### config.mk
export PLATFORM = sky130hd
export DESIGN_NAME = secuenciador_cafe_flat
export DESIGN_NICKNAME = d
export VERILOG_FILES = /design/src/rtl/secuenciador_cafe_if.sv /design/src/rtl/secuenciador_cafe.sv /design/src/flat_wrapper.sv
export SDC_FILE = /design/constraint.sdc
export NUM_CORES = 1
export LEC_CHECK = 0
export ABC_AREA = 1
export BUFFER_PORTS_ARGS = -buffer_cell sky130_fd_sc_hd__buf_2
export CAP_MARGIN = 20
export CORE_ASPECT_RATIO = 0.9
export CORE_UTILIZATION = 40
export DETAILED_ROUTE_END_ITERATION = 8
export PLACE_DENSITY = 0.7
export SYNTH_ARGS = -nofsm -noshare
export SYNTH_HDL_FRONTEND = slang
export SYNTH_SLANG_ARGS = --single-unit
### constraint.sdc
create_clock -name clock_r -period 1.81 [get_ports clock_r]
set_input_delay 0.0905 -clock clock_r [delete_from_list [all_inputs] [get_ports clock_r]]
set_output_delay 0.0905 -clock clock_r [all_outputs]
set_load 0.05 [all_outputs]
### src/rtl/secuenciador_cafe_if.sv
// -----------------------------------------------------------------------------
// secuenciador_cafe_if
// Bundles the panel inputs, the time-table request/response pair and the
// valve/status outputs of the coffee sequencer.
//   master : the sequencer (drives maquina, cafe_sel, comenzar, valvula,
//            ocupado, listo; receives cafe, iniciar, cancelar, tiempo)
//   slave  : the surroundings (panel buttons, time table, valve drivers)
// -----------------------------------------------------------------------------
interface secuenciador_cafe_if;
  logic [1:0] cafe;      // coffee selection from the panel
  logic       iniciar;   // start request, level-sampled
  logic       cancelar;  // abort request
  logic [1:0] tiempo;    // stage time in units, from the time table
  logic [2:0] maquina;   // current stage code 000..100
  logic [1:0] cafe_sel;  // latched selection fed to the time table
  logic       comenzar;  // time-table request, high only while loading
  logic [4:0] valvula;   // one-hot valve enable
  logic       ocupado;   // high whenever not idle
  logic       listo;     // drink finished

  modport master (
    input  cafe, iniciar, cancelar, tiempo,
    output maquina, cafe_sel, comenzar, valvula, ocupado, listo
  );

  modport slave (
    output cafe, iniciar, cancelar, tiempo,
    input  maquina, cafe_sel, comenzar, valvula, ocupado, listo
  );
endinterface

### src/rtl/secuenciador_cafe.sv
// -----------------------------------------------------------------------------
// secuenciador_cafe
// Steps the coffee machine through its five dispensing stages. Each stage
// first spends one CARGA cycle requesting its time from the time table, then
// holds its one-hot valve open for tiempo*SEG_POR_UNIDAD cycles. A zero time
// skips the stage. After stage 100 the block shows listo for LISTO_CICLOS.
//
// Ports:
//   clock_r : reduced clock (~1 Hz), the only clock
//   reset   : asynchronous, active-high reset
//   bus     : secuenciador_cafe_if.master (cafe, iniciar, cancelar, tiempo in;
//             maquina, cafe_sel, comenzar, valvula, ocupado, listo out)
//
// Parameters:
//   SEG_POR_UNIDAD : clock cycles per unit of tiempo (1..63)
//   LISTO_CICLOS   : cycles listo stays high (1..15)
//
// Optional feature macro: CANCELAR_EN
//   defined   : cancelar high at an edge in CARGA or DISPENSA returns to IDLE
//   undefined : cancelar is ignored, a started drink always completes
//
// All outputs are registered; they are decoded from the next-state values so
// they line up with the state they describe.
// -----------------------------------------------------------------------------
module secuenciador_cafe #(
  parameter int SEG_POR_UNIDAD = 5,
  parameter int LISTO_CICLOS   = 3
) (
  input  logic                       clock_r,
  input  logic                       reset,
  secuenciador_cafe_if.master        bus
);

  localparam int CW = $clog2(3 * SEG_POR_UNIDAD + 1);
  localparam logic [CW-1:0] SEG_W     = CW'(SEG_POR_UNIDAD);
  localparam logic [3:0]    LISTO_W   = 4'(LISTO_CICLOS);
  localparam logic [2:0]    ETAPA_ULT = 3'b100;

  typedef enum logic [1:0] {
    ST_IDLE     = 2'b00,
    ST_CARGA    = 2'b01,
    ST_DISPENSA = 2'b10,
    ST_LISTO    = 2'b11
  } estado_t;

  estado_t       state_r, state_s;
  logic [2:0]    etapa_r, etapa_s;
  logic [CW-1:0] cuenta_r, cuenta_s;
  logic [3:0]    listo_cnt_r, listo_cnt_s;
  logic [1:0]    cafe_sel_r, cafe_sel_s;
  logic          cancel_s;

  logic [2:0]    maquina_r, maquina_s;
  logic          comenzar_r, comenzar_s;
  logic [4:0]    valvula_r, valvula_s;
  logic          ocupado_r, ocupado_s;
  logic          listo_r, listo_s;

`ifdef CANCELAR_EN
  assign cancel_s = bus.cancelar;
`else
  assign cancel_s = 1'b0;
`endif

  // Next-state, stage/counter update and output decode of the sequencer FSM.
  always_comb begin
    state_s     = state_r;
    etapa_s     = etapa_r;
    cuenta_s    = cuenta_r;
    listo_cnt_s = listo_cnt_r;
    cafe_sel_s  = cafe_sel_r;
    maquina_s   = 3'b000;
    comenzar_s  = 1'b0;
    valvula_s   = 5'b00000;
    ocupado_s   = 1'b0;
    listo_s     = 1'b0;

    case (state_r)
      ST_IDLE: begin
        if (bus.iniciar) begin
          cafe_sel_s = bus.cafe;
          etapa_s    = 3'b000;
          state_s    = ST_CARGA;
        end else begin
          state_s = ST_IDLE;
        end
      end
      ST_CARGA: begin
        if (cancel_s) begin
          state_s  = ST_IDLE;
          etapa_s  = 3'b000;
          cuenta_s = {CW{1'b0}};
        end else begin
          cuenta_s = CW'(bus.tiempo) * SEG_W;
          if (bus.tiempo == 2'b00) begin
            // Skipped stage: the next CARGA (or LISTO) follows directly.
            if (etapa_r == ETAPA_ULT) begin
              state_s     = ST_LISTO;
              listo_cnt_s = LISTO_W;
            end else begin
              etapa_s = etapa_r + 3'd1;
            end
          end else begin
            state_s = ST_DISPENSA;
          end
        end
      end
      ST_DISPENSA: begin
        if (cancel_s) begin
          state_s  = ST_IDLE;
          etapa_s  = 3'b000;
          cuenta_s = {CW{1'b0}};
        end else begin
          cuenta_s = cuenta_r - CW'(1);
          if (cuenta_r == CW'(1)) begin
            if (etapa_r == ETAPA_ULT) begin
              state_s     = ST_LISTO;
              listo_cnt_s = LISTO_W;
            end else begin
              etapa_s = etapa_r + 3'd1;
              state_s = ST_CARGA;
            end
          end else begin
            state_s = ST_DISPENSA;
          end
        end
      end
      ST_LISTO: begin
        if (listo_cnt_r == 4'd1) begin
          state_s     = ST_IDLE;
          listo_cnt_s = 4'd0;
        end else begin
          listo_cnt_s = listo_cnt_r - 4'd1;
        end
      end
      default: begin
        state_s     = ST_IDLE;
        etapa_s     = 3'b000;
        cuenta_s    = {CW{1'b0}};
        listo_cnt_s = 4'd0;
      end
    endcase

    // Outputs describe the state being entered, so they are valid from the
    // first cycle of that state once registered.
    case (state_s)
      ST_IDLE: begin
        ocupado_s = 1'b0;
      end
      ST_CARGA: begin
        maquina_s  = etapa_s;
        comenzar_s = 1'b1;
        ocupado_s  = 1'b1;
      end
      ST_DISPENSA: begin
        maquina_s = etapa_s;
        valvula_s = 5'(5'b00001 << etapa_s);
        ocupado_s = 1'b1;
      end
      ST_LISTO: begin
        maquina_s = ETAPA_ULT;
        listo_s   = 1'b1;
        ocupado_s = 1'b1;
      end
      default: begin
        ocupado_s = 1'b0;
      end
    endcase
  end

  // State, stage, counters and registered outputs.
  always_ff @(posedge clock_r or posedge reset) begin
    if (reset) begin
      state_r     <= ST_IDLE;
      etapa_r     <= 3'b000;
      cuenta_r    <= {CW{1'b0}};
      listo_cnt_r <= 4'd0;
      cafe_sel_r  <= 2'b00;
      maquina_r   <= 3'b000;
      comenzar_r  <= 1'b0;
      valvula_r   <= 5'b00000;
      ocupado_r   <= 1'b0;
      listo_r     <= 1'b0;
    end else begin
      state_r     <= state_s;
      etapa_r     <= etapa_s;
      cuenta_r    <= cuenta_s;
      listo_cnt_r <= listo_cnt_s;
      cafe_sel_r  <= cafe_sel_s;
      maquina_r   <= maquina_s;
      comenzar_r  <= comenzar_s;
      valvula_r   <= valvula_s;
      ocupado_r   <= ocupado_s;
      listo_r     <= listo_s;
    end
  end

  assign bus.maquina  = maquina_r;
  assign bus.cafe_sel = cafe_sel_r;
  assign bus.comenzar = comenzar_r;
  assign bus.valvula  = valvula_r;
  assign bus.ocupado  = ocupado_r;
  assign bus.listo    = listo_r;

endmodule

### src/flat_wrapper.sv
// flat-port wrapper written by rule: the top's interface ports become plain ports
module secuenciador_cafe_flat 
#(
  parameter int SEG_POR_UNIDAD = 5,
  parameter int LISTO_CICLOS   = 3
)
  (clock_r, reset, bus_cafe, bus_iniciar, bus_cancelar, bus_tiempo, bus_maquina, bus_cafe_sel, bus_comenzar, bus_valvula, bus_ocupado, bus_listo);
  secuenciador_cafe_if bus_i ();
  input  logic clock_r;
  input  logic reset;
  input wire logic [$bits(bus_i.cafe)-1:0] bus_cafe;
  input wire logic [$bits(bus_i.iniciar)-1:0] bus_iniciar;
  input wire logic [$bits(bus_i.cancelar)-1:0] bus_cancelar;
  input wire logic [$bits(bus_i.tiempo)-1:0] bus_tiempo;
  output wire logic [$bits(bus_i.maquina)-1:0] bus_maquina;
  output wire logic [$bits(bus_i.cafe_sel)-1:0] bus_cafe_sel;
  output wire logic [$bits(bus_i.comenzar)-1:0] bus_comenzar;
  output wire logic [$bits(bus_i.valvula)-1:0] bus_valvula;
  output wire logic [$bits(bus_i.ocupado)-1:0] bus_ocupado;
  output wire logic [$bits(bus_i.listo)-1:0] bus_listo;
  assign bus_i.cafe = bus_cafe;
  assign bus_i.iniciar = bus_iniciar;
  assign bus_i.cancelar = bus_cancelar;
  assign bus_i.tiempo = bus_tiempo;
  assign bus_maquina = bus_i.maquina;
  assign bus_cafe_sel = bus_i.cafe_sel;
  assign bus_comenzar = bus_i.comenzar;
  assign bus_valvula = bus_i.valvula;
  assign bus_ocupado = bus_i.ocupado;
  assign bus_listo = bus_i.listo;
  secuenciador_cafe #(.SEG_POR_UNIDAD(SEG_POR_UNIDAD), .LISTO_CICLOS(LISTO_CICLOS)) u_core (.clock_r(clock_r), .reset(reset), .bus(bus_i));
endmodule
== After elaboration in Yosys (flattened, before gate mapping) ==
Index checks and enable logic that the tools add are counted.
Widths: inputs -> output; s select.

* Flip-flop bits (word level): 26
* Output and inout bits: 13

* Add/sub/neg operators: 3
* Multipliers: 1
* Eq/ne operators: 11
* Shift-type cells: 1
* Muxes and demuxes: 23
* Reductions and logical operators: 9

{| class="wikitable"
|+ Operators with widths
! cell !! number
|-
| $mux 4 || 4
|-
| $mux 3 || 4
|-
| $pmux 4 s3 || 1
|-
| $mux 2 || 5
|-
| $pmux 3 s3 || 1
|-
| $eq 2x2->1 const B || 4
|-
| $eq 4x1->1 const B || 2
|-
| $pmux 2 s4 || 1
|-
| $pmux 4 s2 || 1
|-
| $sub 4x1->4 const B || 2
|-
| $logic_not 2->1 || 3
|-
| $pmux 3 s2 || 1
|-
| $mux 5 || 1
|-
| $shl 1x3->5 const A || 1
|-
| $eq 2x1->1 const B || 2
|-
| $mul 2x3->4 const B || 1
|-
| $ne 2x1->1 const B || 2
|-
| $add 3x1->3 const B || 1
|-
| $eq 3x3->1 const B || 1
|-
| $mux 1 || 3
|-
| $reduce_and 3->1 || 1
|-
| $reduce_bool 3->1 || 1
|-
| $reduce_or 3->1 || 1
|-
| $pmux 1 s2 || 1
|-
| 3 further kinds || 3
|}

== Longest topological paths before layout ==
Gate-level depths: netlist of the first run.

* Depth after elaboration: 7
* Mapped depth: 13

== Worst setup path before layout of the first run ==
Ideal clock, no wire load.

* Kind: register to register
* Start: register u_core.state_r[0]
* End: register u_core.maquina_r[2] (netlist: u_core.bus.maquina[2])
* Library setup time: 116 ps
* Data arrival time: 1814 ps
* Required time: 1694 ps
* Setup slack: -120 ps
* Stages on the path, launching flop included: 13
* Period minus slack after synthesis: 1930 ps
* Path through: dfrtp_1 inv_1 ha_1 nand3_2 nand2_2 nand2_1 a31oi_1 inv_1 ha_1 inv_1 nor2_1 nand2_1 nand2_1

* Cells in the longest elaborated chain, start to end: 6

{| class="wikitable"
|+ RTL lines
! element !! RTL line !! text
|-
| from (decl) || secuenciador_cafe.sv:46 || <nowiki>estado_t state_r, state_s;</nowiki>
|-
| from (signal assigned) || secuenciador_cafe.sv:185 || <nowiki>state_r <= state_s;</nowiki>
|-
| $mux 2 || secuenciador_cafe.sv:97 || <nowiki>if (etapa_r == ETAPA_ULT) begin</nowiki>
|-
| $mux 2 || secuenciador_cafe.sv:95 || <nowiki>if (bus.tiempo == 2'b00) begin</nowiki>
|-
| $pmux 2 s4 (*) || secuenciador_cafe.sv:78 || <nowiki>case (state_r)</nowiki>
|-
| net u_core.state_s[0] || secuenciador_cafe.sv:46 ||
|-
| $eq 2x1->1 or $eq 2x2->1 (tied branches) || secuenciador_cafe.sv:146 || <nowiki>case (state_s)</nowiki>
|-
| $reduce_or 2->1 (no line) || - ||
|-
| $pmux 3 s2 (*) || secuenciador_cafe.sv:146 ||
|-
| net u_core.maquina_s[2] || secuenciador_cafe.sv:53 || <nowiki>logic [2:0] maquina_r, maquina_s;</nowiki>
|-
| to (signal assigned) || secuenciador_cafe.sv:190 || <nowiki>maquina_r <= maquina_s;</nowiki>
|-
| to (decl) || secuenciador_cafe.sv:53 ||
|}

The timed path passes the listed nets; every way through them passes the cells marked *.
A chain may end at the register's enable or synchronous reset.

== Worst setup path after layout of the first run ==
* Start: register u_core.state_r[1]
* End: register u_core.maquina_r[2] (netlist: u_core.bus.maquina[2])

{| class="wikitable"
|+ RTL lines
! element !! RTL line
|-
| $eq 2x2->1 (tied with other cells) || secuenciador_cafe.sv:78
|-
| $pmux 2 s4 (*) || secuenciador_cafe.sv:78
|-
| net u_core.state_s[0] || secuenciador_cafe.sv:46
|-
| $eq 2x1->1 or $eq 2x2->1 (tied branches) || secuenciador_cafe.sv:146
|-
| $reduce_or 2->1 (no line) || -
|-
| $pmux 3 s2 (*) || secuenciador_cafe.sv:146
|-
| net u_core.maquina_s[2] || secuenciador_cafe.sv:53
|}

Marks and branches as above.

==> results.json, run 1 <==
{
  "design.die.area_um2": 3800,
  "power_leakage_nw": 1.04,
  "routed_wirelength_um": 2820,
  "cp_data_arrival_time_ns": 1.92,
  "result_of_the_run": "complete, no violations",
  "netlist_area_um2": 1420,
  "cp_max_fo": 3,
  "grt_overflow_total": 0,
  "critical_path.cell_chain": "buf_6 > ha_4 > nand3_2 > nand3_2 > nand2_2 > a31oi_4 > buf_4 > buf_4 > ha_1 > nand2_1 > nand2_1",
  "drtAntennaViolNets": 0,
  "n_diodes": 0,
  "vdd.ir_drop.worst_uv": 978,
  "cts.clk_slew.worst_paths_ns": 0.09,
  "critPathLaunchType": "flop",
  "finish.utilization_pct": 57.2,
  "synth_top_cells_by_area": "dfrtp_1 46%, ha_1 12%, nand2_1 9.2%, inv_1 7.7%, nor2_1 4.2%",
  "floorplan.initialDensity_pct": 42.1,
  "finalWorstSetupSlack_ns": 0.0631,
  "detailroute.via_count": 1200,
  "power.net_switching_mw": 1.47,
  "yosys.area.top_type_share_pct": 45.7,
  "finalHoldViolations": 0,
  "floorplan.die.width_um": 64.9,
  "layout_worst_path_cycle_share_pct": 96.5,
  "place_ws_ns": -0.0670,
  "synth_largest_area_cell": "dfrtp_1",
  "cts_made_buffers": 3,
  "drt-pass1-iter-count": 4,
  "gr-usage-all-layers_pct": 16.3,
  "synthesis.nets": 193,
  "timing.fmax_mhz": 572,
  "finalMaxSlewViolations": 0,
  "yosys_warnings": 0,
  "combPwrFrac_pct": 61.1,
  "wl_per_cell_um": 10.8,
  "drv.max_cap_violation_count": 0,
  "number_of_buffers_added_on_ports": 19,
  "synth.yosys.seq_area_share_pct": 45.7,
  "swShare_pct": 45.6,
  "worst_min_delay_path_class": "input pin to flop",
  "clock_latency_ns": 0.28,
  "required_time_worst_endpoint_ns": 1.99,
  "power_frac_seq_pct": 27.1,
  "drt-initial-drc-count": 53,
  "std_cell_rows": 20,
  "floorplan.die.height_um": 58.6,
  "nNetsFinal": 240,
  "cts_max_level": 1,
  "syn2layout_area_growth_pct": 35.8,
  "path_delay_family": "flip-flops",
  "p_per_area_nw_per_um2": 1670,
  "standard_cell_with_the_maximum_stage_delay_on_the_critical_path": "dfrtp_1",
  "pin_count_of_the_biggest_net_entering_global_routing": 27,
  "critical_path_class": "flop to flop",
  "layout-drive-gt1-share_pct": 41.5,
  "floorplan.io_pins": 21,
  "clock_sinks": 26,
  "coreArea_um2": 3380,
  "timing.slew.headroom_pct": 78.5,
  "critPathMaxStageDelay_ns": 0.42,
  "dp_hpwl_um": 2020,
  "power_frac_clock_pct": 11.8,
  "grt_antenna_before_repair": 0,
  "grt_pass1_wl_um": 4570,
  "least_margin_pin_slew_ns": 0.323,
  "number_of_synthesized_register_bits": 26,
  "drc_errors": 0,
  "buffer_cell_driving_the_clock_tree_root": "clkbuf_8",
  "grt_pass1_vias": 1073,
  "timing.critical_path.to_type": "flop",
  "timing.final.crit_period_ns": 1.75,
  "netlist-cell-type-count": 19,
  "cts_max_path_buffers": 2,
  "report.final.setup_viol": 0,
  "timing.critical_path.buf_inv": 3,
  "gp_congestion": 0.810,
  "ratio_of_routed_vias_to_standard_cells": 4.60,
  "synth.avg_cell_area_um2": 8.32,
  "synthCells": 171,
  "cts_tree": "built",
  "cellInternalPower_mw": 1.76,
  "finalClockSkew_ns": 0.00341
}
power by group through the flow:
stage,Combinational (mW),Clock [mW],Sequential (mW)
finish,1.97,0.381,0.877
global route,2.18,0.412,0.901
CTS,1.76,0.391,0.870
detailed placement,1.60,0,0.883
global placement,1.58,0,0.876
floorplan,0.874,0,1.15
logic make-up after synthesis:
family          share of synthesized area (%)
simple gates                             24.7
compound gates                           8.44
fa+ha+maj                                12.3
xor+xnor                                0.616
buf+inv                                  8.18
flops                                    45.7
worst register-to-register path, delay by kind of cell (launching register included):
| kind | cells | cell delay, ns |
|---|---|---|
| flops | 1 | 0.42 |
| buf+inv | 3 | 0.41 |
| simple gates | 5 | 0.37 |
| fa+ha+maj | 2 | 0.36 |
| compound gates | 1 | 0.09 |
placed cells by master, fill, tap and decap left out, types with 4 or more instances in the layout:
cell	count
clkbuf_8	4
o21ai_2	4
ha_1	9
nand2_1	30
inv_1	21
dfrtp_1	26
a22oi_1	4
nand3_1	8
nor2_1	13
nor2_2	5
buf_4	20
inv_2	10
buf_2	19
nand2_2	12
a21oi_1	8
per-stage QoR:
stage	std cells	power (mW)	setup TNS (ns)	area, um^2	hold slack [ns]
after global routing	261	3.49	-0.0517	1930	0.0154
after floorplan	171	2.02	0	1440	0.131
after CTS	258	3.02	0	1820	0.00474
final	261	3.23	0	1930	0.0100
after global placement	249	2.45	-0.00548	1700	0.157
after detailed placement	249	2.48	-0.125	1700	0.158
layer usage:
layer / vias to the layer above / track usage, % / wire (um)
li1: 628 / - / -
met1: 550 / 20.2 / 1310
met2: 17 / 26.8 / 1340
met3: 5 / 3.49 / 84
met4: 0 / 8.57 / 83
met5: - / 0 / 0
registers in the layout, indices dropped and copies added, names as in the netlist:
register,flops
u_core.bus.valvula,5
u_core.bus.comenzar,1
u_core.bus.ocupado,1
u_core.bus.listo,1
u_core.listo_cnt_r,4
u_core.bus.cafe_sel,2
u_core.state_r,2
u_core.cuenta_r,4
u_core.bus.maquina,3
u_core.etapa_r,3
area by class of cell:
type	count	area [um^2]
Timing Repair Buffer	42	278
Inverter	31	116
Tap cell	44	55.1
Fill cell	301	1450
Sequential cell	26	651
Clock buffer	4	55.1
Multi-Input combinational cell	114	777
synth_stat cells:
| library cell | number |
|---|---|
| a21oi_1 | 8 |
| a22oi_1 | 4 |
| a31oi_1 | 1 |
| dfrtp_1 | 26 |
| ha_1 | 14 |
| inv_1 | 29 |
| inv_2 | 2 |
| nand2_1 | 35 |
| nand2_2 | 7 |
| nand3_1 | 10 |
| nand3_2 | 2 |
| nor2_1 | 16 |
| nor2_2 | 4 |
| nor3_1 | 3 |
| o21ai_0 | 6 |
| o21ai_1 | 1 |
| o21ai_2 | 1 |
| or2_2 | 1 |
| xor2_1 | 1 |
repair_timing:
| item | CTS | global route |
|---|---|---|
| pin swaps | 7 | 7 |
| endpoints found under the hold margin | 26 | 0 |
| setup buffers | 4 | 3 |
| hold buffers | 1 | 0 |
| resized for setup | 8 | 28 |
| setup endpoints to repair | 6 | 11 |
worst paths after layout:
kind / from / endpoint / slack [ns] / cells after the start
max: u_core.state_r[1] / u_core.bus.maquina[2] / 0.06 / 11
min: bus_cafe[1] / u_core.bus.cafe_sel[1] / 0.01 / 3
max reg2reg: u_core.state_r[1] / u_core.bus.maquina[2] / 0.06 / 11
min reg2reg: u_core.bus.cafe_sel[0] / u_core.bus.cafe_sel[0] / 0.48 / 2
max in group asynchronous: reset / u_core.bus.maquina[0] / 1.17 / 4
min in group asynchronous: reset / u_core.cuenta_r[3] / 0.40 / 4
No activity file was read; power rests on OpenSTA's default activity.
==> run 2, diff against run 1 <==
Settings changed: ABC_CLOCK_PERIOD_IN_PS set to 1810, CAP_MARGIN 20 to 25, RECOVER_POWER set to 50.
==> results.json, run 2 (synthesized netlist as in run 1, its figures left out) <==
{
  "result_of_the_run": "complete, no violations",
  "number_of_buffers_added_on_ports": 19,
  "seq_area_um2": 651,
  "finalMaxSlewViolations": 0,
  "nNetsFinal": 240,
  "stdcell_area_um2": 1920,
  "layout_worst_path_cycle_share_pct": 96.5,
  "clock_sinks": 26,
  "dp_hpwl_um": 2020,
  "drt-initial-drc-count": 53,
  "cts_made_buffers": 3,
  "largest_reg_flops": 5,
  "clock_latency_ns": 0.28,
  "floorplan.io_pins": 21,
  "floorplan.die.height_um": 58.6,
  "power_leakage_nw": 1.01,
  "reg2reg_to": "u_core.bus.maquina[2]",
  "layout_commonest_cell": "nand2_1",
  "coreArea_um2": 3380,
  "least_margin_pin_slew_ns": 0.630,
  "routed_wirelength_um": 2830,
  "timing.final.crit_period_ns": 1.75,
  "grt_pass1_vias": 1073,
  "drv.max_cap_violation_count": 0,
  "multiInputGateArea_um2": 777,
  "vdd.ir_drop.worst_uv": 978,
  "power_frac_clock_pct": 11.8,
  "standard_cell_with_the_maximum_stage_delay_on_the_critical_path": "dfrtp_1",
  "min-delay-start": "bus_cafe[1]",
  "n_diodes": 0,
  "floorplan.initialDensity_pct": 42.1,
  "swShare_pct": 45.7,
  "detailroute.via_count": 1206,
  "finish.utilization_pct": 56.9,
  "finalHoldViolations": 0,
  "power.net_switching_mw": 1.47,
  "timing.critical_path.to_type": "flop",
  "timing.slew.headroom_pct": 58.0,
  "combPwrFrac_pct": 61.0,
  "critPathMaxStageDelay_ns": 0.42,
  "cts_max_level": 1,
  "worstRegToRegCells": 11,
  "ratio_of_routed_vias_to_standard_cells": 4.62,
  "min_path_cells": 3,
  "cts.clk_slew.worst_paths_ns": 0.09,
  "grt_antenna_before_repair": 0,
  "p_per_area_nw_per_um2": 1680,
  "design.die.area_um2": 3800,
  "power_frac_seq_pct": 27.2,
  "pin_count_of_the_biggest_net_entering_global_routing": 27,
  "timing.hold.worst_endpoint": "u_core.bus.cafe_sel[1]",
  "gr-usage-all-layers_pct": 16.3,
  "required_time_worst_endpoint_ns": 1.99,
  "cts_max_path_buffers": 2,
  "layout-drive-gt1-share_pct": 38.7,
  "cp_max_fo": 3,
  "drtAntennaViolNets": 0,
  "timing.fmax_mhz": 572,
  "top_usage_layer": "met2",
  "globalRouteMet3Util_pct": 3.49,
  "report.final.setup_viol": 0,
  "placement.cell_area_um2": 1700,
  "drt-pass1-iter-count": 4,
  "std_cell_rows": 20,
  "buffer_cell_driving_the_clock_tree_root": "clkbuf_8",
  "regToRegStartpoint": "u_core.state_r[1]",
  "final_cell_mix": "30 x nand2_1, 26 x dfrtp_1, 21 x inv_1, 19 x buf_4",
  "critical_path.cell_chain": "buf_6 > ha_4 > nand3_2 > nand3_2 > nand2_2 > a31oi_4 > buf_4 > buf_4 > ha_1 > nand2_1 > nand2_1",
  "drc_errors": 0,
  "grt_overflow_total": 0,
  "wl_per_cell_um": 10.8,
  "gr-usage-met2_pct": 26.8,
  "critical_path_class": "flop to flop",
  "place_ws_ns": -0.0670,
  "syn2layout_area_growth_pct": 35.1,
  "grt.met1_usage_pct": 20.2,
  "cellInternalPower_mw": 1.75,
  "cts_tree": "built",
  "cp_data_arrival_time_ns": 1.92,
  "grt_pass1_wl_um": 4570,
  "finalClockSkew_ns": 0.00347,
  "fillerInstances": 305,
  "worst_min_delay_path_class": "input pin to flop",
  "gp_congestion": 0.810,
  "floorplan.die.width_um": 64.9,
  "r2r_slack_ns": 0.06,
  "finalWorstSetupSlack_ns": 0.0628,
  "critPathLaunchType": "flop"
}
## run 2: repair_timing
action | 4_1_cts | 5_1_grt
setup endpoints to repair | 6 | 11
hold endpoints to repair | 26 | 0
pin swaps | 7 | 7
hold buffers | 1 | 0
setup buffers | 4 | 3
gates resized for setup | 8 | 28
## run 2: cell type report
class / count / area share (%)
inverters: 31 / 6.05
clock buffers: 4 / 2.86
well taps: 44 / 2.86
repair buffers: 42 / 13.9
multi-input cells: 114 / 40.4
flip-flops and latches: 26 / 33.9
## run 2: metal layers
layer	share of wire [%]	up-vias
li1	-	628
met1	46	552
met2	48	21
met3	3.2	5
met4	2.9	0
met5	0	-
## run 2: metrics by stage
| step | total power, mW | hold WS (ns) | instances | TNS, ns |
|---|---|---|---|---|
| 2_1_floorplan | 2.02 | 0.131 | 171 | 0 |
| 3_3_place_gp | 2.45 | 0.157 | 249 | -0.00548 |
| 3_5_place_dp | 2.48 | 0.158 | 249 | -0.125 |
| 4_1_cts | 3.02 | 0.00474 | 258 | 0 |
| 5_1_grt | 3.49 | 0.0154 | 261 | -0.0517 |
| 6_report | 3.23 | 0.0102 | 261 | 0 |
## run 2: critical path, delay by kind of cell (launching register included)
kind	cells	cell delay, ns
AO/OA/AOI/OAI	1	0.09
adder cells (fa/ha/maj)	2	0.36
buffers and inverters	3	0.41
AND/OR/NAND/NOR	5	0.37
flip-flops	1	0.42
## run 2: how the worst max path moves through the flow
stage / startpoint / endpoint / slack (ns) / cells after the start
floorplan: u_core.state_r[0] / u_core.bus.maquina[2] / 0.001 / 12
global placement: u_core.listo_cnt_r[0] / u_core.bus.maquina[2] / -0.005 / 12
detailed placement: u_core.listo_cnt_r[1] / u_core.bus.maquina[2] / -0.07 / 13
CTS: u_core.listo_cnt_r[1] / u_core.bus.maquina[2] / 0.009 / 12
global route: u_core.state_r[0] / u_core.bus.maquina[0] / -0.03 / 10
finish: u_core.state_r[1] / u_core.bus.maquina[2] / 0.06 / 11
## run 2: power by group through the flow
stage / clock [mW] / sequential (mW) / combinational (mW)
2_1_floorplan: 0 / 1.15 / 0.874
3_5_place_dp: 0 / 0.883 / 1.60
6_report: 0.381 / 0.878 / 1.97
3_3_place_gp: 0 / 0.876 / 1.58
5_1_grt: 0.412 / 0.902 / 2.17
4_1_cts: 0.391 / 0.870 / 1.76
==> run 3, diff against run 2 <==
Settings changed: ABC_AREA 1 to unset, PLACE_DENSITY 0.7 to 0.69.
==> results.json, run 3 <==
{
  "cts_made_buffers": 3,
  "drv.max_cap_violation_count": 0,
  "largest_reg_flops": 5,
  "cts_max_level": 1,
  "buffer_cell_driving_the_clock_tree_root": "clkbuf_8",
  "netlist_area_um2": 1430,
  "yosys_most_used_dff": "dfrtp_1",
  "netlist-cell-type-count": 37,
  "wl_met3_um": 186,
  "nNetsFinal": 232,
  "dp_hpwl_um": 2590,
  "critPathLaunchType": "flop",
  "grt_pass1_vias": 1348,
  "timing.critical_path.to_type": "flop",
  "wl_per_cell_um": 16.3,
  "finalHoldViolations": 0,
  "grt_pass1_wl_um": 6350,
  "ratio_of_routed_vias_to_standard_cells": 5.46,
  "critical_path.cell_chain": "inv_1 > buf_4 > ha_1 > buf_4 > nor2_1 > a31o_2 > ha_2 > o2111ai_2 > nor3_1",
  "drt-pass1-iter-count": 5,
  "detailroute.via_count": 1382,
  "floorplan.initialDensity_pct": 42.0,
  "syn2layout_area_growth_pct": 57.8,
  "drtAntennaViolNets": 0,
  "yosysMostFrequentCell": "dfrtp_1",
  "yosys.area_share.simple_pct": 13.0,
  "layout-drive-gt1-share_pct": 57.4,
  "main_combinational_cell_family_by_area_after_synthesis": "compound AO/OA/AOI/OAI gates",
  "pin_count_of_the_biggest_net_entering_global_routing": 27,
  "clock_latency_ns": 0.27,
  "floorplan.io_pins": 21,
  "power_leakage_nw": 1.08,
  "routed_wirelength_um": 4120,
  "layout_commonest_cell": "buf_4",
  "gp_congestion": 0.866,
  "number_of_buffers_added_on_ports": 19,
  "seq_area_um2": 651,
  "yosys_warnings": 0,
  "fillerInstances": 262,
  "standard_cell_with_the_maximum_stage_delay_on_the_critical_path": "dfrtp_1",
  "synthXorXnorAreaFrac_pct": 0,
  "cp_data_arrival_time_ns": 2.41,
  "synth_common_cells": "26 x dfrtp_1, 14 x ha_1, 13 x inv_1, 8 x a21oi_1, 7 x nor2_1",
  "cts.clk_slew.worst_paths_ns": 0.09,
  "timing.critical_path.buf_inv": 3,
  "synth_enable_flop_cells": 0,
  "n_diodes": 0,
  "synth.yosys.seq_area_share_pct": 45.5,
  "coreArea_um2": 3400,
  "critPathMaxStageDelay_ns": 0.41,
  "required_time_worst_endpoint_ns": 1.98,
  "top_signal_layer_used": "met4",
  "synth_largest_area_cell": "dfrtp_1",
  "final_cell_mix": "52 x buf_4, 26 x dfrtp_1, 19 x buf_2, 10 x inv_1, 9 x ha_1",
  "finalClockSkew_ns": 0.00717,
  "synthAdderAreaFrac_pct": 12.2,
  "synthCells": 134,
  "final_cell_count_no_fill": 253,
  "finalMaxSlewViolations": 0,
  "result_of_the_run": "finished, violations left",
  "report.final.setup_viol": 19,
  "drc_errors": 0,
  "layout_worst_path_cycle_share_pct": 123,
  "timing.final.crit_period_ns": 2.23,
  "timing.fmax_mhz": 448,
  "design.die.area_um2": 3820,
  "worst_min_delay_path_class": "input pin to flop",
  "synthesis.nets": 156,
  "number_of_synthesized_register_bits": 26,
  "synth.avg_cell_area_um2": 10.7,
  "finalWorstSetupSlack_ns": -0.423,
  "rsz0062_at_grt": "true",
  "path_delay_family": "simple AND/OR/NAND/NOR gates",
  "violations": "negative setup slack",
  "gr-usage-all-layers_pct": 22.4,
  "grt_antenna_before_repair": 0,
  "synth_top_cells_by_area": "dfrtp_1 45%, ha_1 12%, inv_1 3.4%, mux2_2 3.1%, a21oi_1 2.8%",
  "critical_path_class": "flop to flop",
  "timing.slew.headroom_pct": 58.5,
  "metal1_wirelength_um": 1720,
  "floorplan.die.height_um": 58.7,
  "cp_max_fo": 6,
  "cts_max_path_buffers": 2,
  "routed-wl-met2_um": 2070,
  "synth.area.mux_share_pct": 3.15,
  "multiInputGateArea_um2": 916,
  "clock_sinks": 26,
  "floorplan.die.width_um": 65.0,
  "placed_cells": 239,
  "postSynth.asyncResetShare_pct": 100,
  "tns_ns": -4.02,
  "vdd.ir_drop.worst_uv": 1080,
  "synth_compound_gate_area_share_pct": 21.5,
  "least_margin_pin_slew_ns": 0.622,
  "drt-initial-drc-count": 35,
  "cts_tree": "built",
  "std_cell_rows": 20,
  "yosys.area.top_type_share_pct": 45.5,
  "p_per_area_nw_per_um2": 1590,
  "cpMostUsedCell": "buf_4",
  "grt_overflow_total": 0
}
## run 3: layout make-up
| type | instances | share of cell area (%) |
|---|---|---|
| clock inverter | 1 | 1.33 |
| sequential | 26 | 28.8 |
| inverter | 14 | 2.33 |
| tap | 44 | 2.44 |
| timing repair buffer | 74 | 22.7 |
| clock buffer | 3 | 1.83 |
| multi-input combinational | 91 | 40.6 |
## run 3: timing repair
action,4_1_cts,5_1_grt
hold buffers,1,0
gates resized for setup,22,22
hold endpoints to repair,26,0
endpoints found under the setup margin,18,18
setup buffers,4,6
pin swaps,4,10
## run 3: power breakdown
group / switching, mW / internal, mW / total (mW)
Clock: 0.179 / 0.296 / 0.475
Combinational: 1.23 / 1.02 / 2.25
Sequential: 0.107 / 0.765 / 0.871
## run 3: final timing paths
path                            depth (start not counted)  slack, ns                endpoint                    from
max in group asynchronous                               4       0.89      u_core.cuenta_r[1]                   reset
worst max-delay path                                    9      -0.42   u_core.bus.valvula[1]       u_core.state_r[1]
worst max register to register                          9      -0.42   u_core.bus.valvula[1]       u_core.state_r[1]
worst min register to register                          1       0.51  u_core.bus.cafe_sel[1]  u_core.bus.cafe_sel[1]
min in group asynchronous                               4       0.52   u_core.listo_cnt_r[3]                   reset
worst min-delay path                                    2       0.05  u_core.bus.cafe_sel[0]             bus_cafe[0]
## run 3: logic make-up after synthesis
family                   after synthesis
AO/OA/AOI/OAI                         41
multiplexers                           4
buffers and inverters                 17
flip-flops                            26
AND/OR/NAND/NOR                       32
adder cells (fa/ha/maj)               14
## run 3: stage by stage
stage / power (mW) / hold WS [ns] / worst slack [ns] / cell area (um^2) / util, %
5_1_grt: 3.83 / 0.0605 / -0.572 / 2260 / 66.3
3_3_place_gp: 2.57 / 0.149 / -0.318 / 1910 / 56.2
3_5_place_dp: 2.65 / 0.163 / -0.392 / 1910 / 56.2
4_1_cts: 3.33 / 0.0502 / -0.343 / 2120 / 62.3
6_report: 3.60 / 0.0521 / -0.423 / 2260 / 66.3
2_1_floorplan: 1.90 / 0.131 / -0.334 / 1440 / -
## run 3: metal layers
metal | vias to the layer above | GRT usage, %
li1 | 638 | -
met4 | 0 | 10.2
met1 | 691 | 28.7
met3 | 14 | 5.04
met2 | 39 | 36.2
met5 | - | 0
